$ cat src/rtl/arb2_rr_pkt.sv
// Two-input packet-aware round-robin arbiter with a one-entry registered
// output stage. Produces the select for a 2:1 payload mux (0=A, 1=B) and
// captures the muxed beat into the output register on every accepted beat.
// Once a stream starts a multi-beat packet it keeps the grant until its
// last beat is accepted; the round-robin pointer moves only at packet end.

module arb2_rr_pkt #(
  parameter int unsigned WIDTH = 8
) (
  input  logic             clk,
  input  logic             rst_n,

  input  logic             a_valid,
  input  logic [WIDTH-1:0] a_data,
  input  logic             a_last,
  output logic             a_ready,

  input  logic             b_valid,
  input  logic [WIDTH-1:0] b_data,
  input  logic             b_last,
  output logic             b_ready,

  output logic             sel,

  output logic             out_valid,
  input  logic             out_ready,
  output logic [WIDTH-1:0] out_data,
  output logic             out_last,
  output logic             out_src
);

  localparam logic [1:0] StIdle  = 2'd0;
  localparam logic [1:0] StLockA = 2'd1;
  localparam logic [1:0] StLockB = 2'd2;

  logic [1:0]       state_q, state_d;
  logic             rr_ptr_q, rr_ptr_d;
  logic             sel_q, sel_c;

  logic             out_valid_q, out_valid_d;
  logic [WIDTH-1:0] out_data_q, out_data_d;
  logic             out_last_q, out_last_d;
  logic             out_src_q, out_src_d;

  logic             space;
  logic             xfer_a, xfer_b;
  logic [WIDTH-1:0] mux_data;
  logic             mux_last;

  // The output slot can take a new beat when empty or draining this cycle.
  assign space = !out_valid_q || out_ready;

  // Select: fixed while locked, arbitrated in idle; with no requester the
  // previous select is kept so the mux does not toggle needlessly.
  always_comb begin
    sel_c = sel_q;
    case (state_q)
      StLockA: sel_c = 1'b0;
      StLockB: sel_c = 1'b1;
      default: begin
        if (a_valid && !b_valid) begin
          sel_c = 1'b0;
        end else if (!a_valid && b_valid) begin
          sel_c = 1'b1;
        end else if (a_valid && b_valid) begin
          sel_c = rr_ptr_q;
        end
      end
    endcase
  end

  assign sel = sel_c;

  // Readies are gated by rst_n so nothing is accepted while reset is held.
  assign a_ready = rst_n && space && !sel_c && (state_q != StLockB);
  assign b_ready = rst_n && space &&  sel_c && (state_q != StLockA);

  assign xfer_a = a_valid && a_ready;
  assign xfer_b = b_valid && b_ready;

  // Bitwise 2:1 payload mux steered by sel.
  assign mux_data = sel_c ? b_data : a_data;
  assign mux_last = sel_c ? b_last : a_last;

  // Packet lock and round-robin pointer next state.
  always_comb begin
    state_d  = state_q;
    rr_ptr_d = rr_ptr_q;
    case (state_q)
      StIdle: begin
        if (xfer_a) begin
          if (a_last) begin
            rr_ptr_d = 1'b1;
          end else begin
            state_d = StLockA;
          end
        end else if (xfer_b) begin
          if (b_last) begin
            rr_ptr_d = 1'b0;
          end else begin
            state_d = StLockB;
          end
        end
      end
      StLockA: begin
        if (xfer_a && a_last) begin
          state_d  = StIdle;
          rr_ptr_d = 1'b1;
        end
      end
      StLockB: begin
        if (xfer_b && b_last) begin
          state_d  = StIdle;
          rr_ptr_d = 1'b0;
        end
      end
      default: state_d = StIdle;
    endcase
  end

  // Output register next state: load on any transfer, else drain, else hold.
  always_comb begin
    out_valid_d = out_valid_q;
    out_data_d  = out_data_q;
    out_last_d  = out_last_q;
    out_src_d   = out_src_q;
    if (xfer_a || xfer_b) begin
      out_valid_d = 1'b1;
      out_data_d  = mux_data;
      out_last_d  = mux_last;
      out_src_d   = sel_c;
    end else if (out_ready) begin
      out_valid_d = 1'b0;
    end
  end

  // Control state registers.
  always_ff @(posedge clk or negedge rst_n) begin
    if (!rst_n) begin
      state_q  <= StIdle;
      rr_ptr_q <= 1'b0;
      sel_q    <= 1'b0;
    end else begin
      state_q  <= state_d;
      rr_ptr_q <= rr_ptr_d;
      sel_q    <= sel_c;
    end
  end

  // Output stage registers.
  always_ff @(posedge clk or negedge rst_n) begin
    if (!rst_n) begin
      out_valid_q <= 1'b0;
      out_data_q  <= '0;
      out_last_q  <= 1'b0;
      out_src_q   <= 1'b0;
    end else begin
      out_valid_q <= out_valid_d;
      out_data_q  <= out_data_d;
      out_last_q  <= out_last_d;
      out_src_q   <= out_src_d;
    end
  end

  assign out_valid = out_valid_q;
  assign out_data  = out_data_q;
  assign out_last  = out_last_q;
  assign out_src   = out_src_q;

  // At most one stream is ever accepted in a cycle.
  a_one_ready: assert property (@(posedge clk) disable iff (!rst_n) !(a_ready && b_ready));

  // A stalled output beat is held unchanged.
  a_stall_hold: assert property (@(posedge clk) disable iff (!rst_n)
    (out_valid && !out_ready) |=> (out_valid && $stable(out_data) && $stable(out_src)));

endmodule

$ cat config.mk
export PLATFORM = sky130hd
export DESIGN_NAME = arb2_rr_pkt
export DESIGN_NICKNAME = d
export VERILOG_FILES = /design/src/rtl/arb2_rr_pkt.sv
export SDC_FILE = /design/constraint.sdc
export NUM_CORES = 1
export LEC_CHECK = 0
export ABC_AREA = 1
export CAP_MARGIN = 20
export CORE_ASPECT_RATIO = 0.6
export CORE_MARGIN = 2
export CORE_UTILIZATION = 24
export DETAILED_ROUTE_END_ITERATION = 10
export GPL_TIMING_DRIVEN = 0
export PLACE_DENSITY = 0.56
export SETUP_SLACK_MARGIN = 0.15
export SLEW_MARGIN = 20
export SYNTH_ARGS = -nofsm -noshare
export SYNTH_HDL_FRONTEND = slang
export SYNTH_SLANG_ARGS = --single-unit
export TNS_END_PERCENT = 5
$ cat constraint.sdc
create_clock -name clk -period 1.6 [get_ports clk]
set_input_delay 0.32 -clock clk [delete_from_list [all_inputs] [get_ports clk]]
set_output_delay 0.32 -clock clk [all_outputs]
set_load 0.01 [all_outputs]
==> impl_metrics.tcl, run 1 <==
set metrics [dict create \
    outcome "complete, but fails checks" \
    violations "setup timing" \
    n_antenna_cell 0 \
    mostFrequentLayoutCell "nand2_1" \
    drcViolationCount 0 \
    vias_per_cell 4.60 \
    fillers 349 \
    period_needed_ns 2.04 \
    h-tree-depth 1 \
    worst_ep_arrival_time_ns 1.72 \
    finalPower_uw 2920 \
    num_rows 16 \
    clock-sinks 15 \
    clk_pin_slew_worst_paths_ns 0.06 \
    grt_util_all_layers 0.139 \
    fin_crit_sh 1.27 \
    die_x_um 81.7 \
    synth_nets 144 \
    area.growth.synth_to_final_pct 72.1 \
    yosysSeqAreaShare 0.432 \
    min_path_type "in2async" \
    crit_fanout 4 \
    vdd_ir_drop_max_mv 0.573 \
    drt_iter0_markers 69 \
    synth_area_per_cell_sq_um 7.43 \
    crit_path_start_kind "flop" \
    r2r_setup_slack_ns -0.34 \
    grt_max_degree 17 \
    regToRegEndpoint "rr_ptr_q" \
    vias 979 \
    worst_slew_pin_slew_ns 0.397 \
    p_leak_uw 0.000699 \
    clockBufferDepth 2 \
    critPathRequiredTime_ns 1.28 \
    maxCapViolCount 0 \
    syn-cell-area_sq_um 870 \
    nets 196 \
    gp_congestion 0.877 \
    wl_per_cell_um 12.6 \
    first_pass_iters 4 \
    rsz0062_at_grt "yes" \
    antenna_found_initial 0 \
    slew_headroom 0.735 \
    portBuffers 36 \
    synth_cell_type_count 19 \
    setup_violations 16 \
    slew_violations 0 \
    root_buffer "clkbuf_8" \
    timing.fmax_mhz 490 \
    setup_tns_ns -4.42 \
    skew_ns 0.00198 \
    die_area_sq_mm 0.00414 \
    worst_skew_pair.late_latency_ns 0.25 \
    ys_ff_latch 15 \
    fp.dieH_um 50.6 \
    hold_buffers 0 \
    synthCells 117 \
    grt_pass1_wl_um 4330 \
    finalHoldViolCount 0 \
    pwr_density_cell_mw_per_mm2 1950 \
    pin_count 37 \
    start_util 0.259 \
    path_class "reg2out" \
    numCtsBuffers 3 \
    yosys_warnings 0 \
    setup.worst_path.end_class "primary output" \
    drt_wl_total_um 2680 \
    dp_hpwl_um 1830 \
    final_cell_mix "40 x nand2_1, 20 x clkdlybuf4s50_1, 15 x dfrtp_1" \
    worst_slack_ns -0.440 \
    overflow 0 \
    postRouteAntennaNets 0 \
    cts_tree "built" \
    drive_gt1_frac 0.232 \
    coreArea_sq_mm 0.00336 \
    worstRegToRegCells 14 \
    grt_pass1_vias 967 \
    r2r_start "state_q[1]" \
]
[flip-flops by register name, summed over array words and instances (netlist names)]
name / count
out_valid: 1
out_src: 1
sel_q: 1
out_data: 8
out_last: 1
state_q: 2
rr_ptr_q: 1
[what timing repair did]
item / 4_1_cts / 5_1_grt
pin swaps: 4 / 7
cloned: 0 / 1
gates resized for setup: 40 / 8
setup buffers: 8 / 2
endpoints found under the hold margin: 0 / 0
endpoints found under the setup margin: 29 / 18
[kinds of logic (layout without fill, tap and decap cells)]
family	Yosys count	count (layout)	share of synthesized area
flip-flops	15	15	0.432
AND/OR/NAND/NOR	72	73	0.355
adder cells (fa/ha/maj)	4	4	0.0576
buffers and inverters	14	64	0.0691
AO/OA/AOI/OAI	12	12	0.0863
[worst max-delay path by stage]
stage	from	end	slack (ns)	cells after the start
after CTS	state_q[1]	a_ready	-0.40	8
final	state_q[1]	a_ready	-0.44	8
after floorplan	state_q[0]	rr_ptr_q	-0.06	12
after global routing	state_q[1]	a_ready	-0.54	8
after global placement	rst_n	a_ready	-1.17	4
after detailed placement	rst_n	a_ready	-1.19	4
[per-stage QoR]
step | worst slack (ns) | utilization | area [sq um] | std cells | hold WS [ns]
6_report | -0.440 | 0.445 | 1500 | 213 | 0.0795
5_1_grt | -0.545 | 0.445 | 1500 | 213 | 0.104
4_1_cts | -0.399 | 0.432 | 1450 | 210 | 0.0941
3_5_place_dp | -1.19 | 0.390 | 1310 | 198 | 0.464
3_3_place_gp | -1.17 | 0.390 | 1310 | 198 | 0.456
2_1_floorplan | -0.0590 | - | 896 | 117 | 0.0244
[metal layers]
| layer | routed length (um) | vias up | track usage |
|---|---|---|---|
| met3 | 187 | 2 | 0.0504 |
| met5 | 0 | - | 0 |
| met2 | 1250 | 43 | 0.221 |
| met4 | 10 | 0 | 0.0361 |
| met1 | 1240 | 450 | 0.179 |
| li1 | - | 484 | - |
[cell usage after synthesis (all sizes together)]
master / n / area share
dfrtp: 15 / 0.43
o21ai: 1 / 0.0057
nand4: 4 / 0.029
inv: 11 / 0.047
or2: 1 / 0.0072
clkbuf: 2 / 0.0086
nand2: 44 / 0.20
a31oi: 9 / 0.065
nand3: 6 / 0.040
nor2: 14 / 0.063
nand3b: 1 / 0.0086
a21oi: 2 / 0.016
buf: 1 / 0.013
ha: 4 / 0.058
nor3: 2 / 0.012
[critical path, cell delays in order, from the launching register on]
cell     delay (ns)
dfrtp_1        0.39
inv_2          0.07
ha_4           0.30
inv_2          0.05
nor2_4         0.11
buf_6          0.11
a21oi_4        0.04
nor3_2         0.23
buf_2          0.17
[power breakdown]
| part | total [uW] | internal (uW) | switching, uW |
|---|---|---|---|
| sequential | 668 | 566 | 102 |
| clock | 304 | 176 | 128 |
| combinational | 1940 | 898 | 1050 |
| total | 2920 | 1640 | 1280 |
[layout make-up]
class | instances | area, sq um | share of cell area
sequential | 15 | 375 | 0.251
inverter | 11 | 41.3 | 0.0276
multi-input combinational | 89 | 523 | 0.349
tap | 45 | 56.3 | 0.0376
clock buffer | 4 | 45.0 | 0.0301
buffer | 3 | 38.8 | 0.0259
timing repair buffer | 46 | 417 | 0.278
(Power assumes the default switching activity.)
==> run 2, diff against run 1 <==
- SETUP_SLACK_MARGIN: 0.15 -> 0.3
==> results of run 2 <==
Final layout, timing and power as in run 1 (identical DEF).
==> run 3, diff against run 2 <==
- HOLD_SLACK_MARGIN: not set -> 0.06
==> results of run 3 <==
Final layout, timing and power as in run 1 (identical DEF).
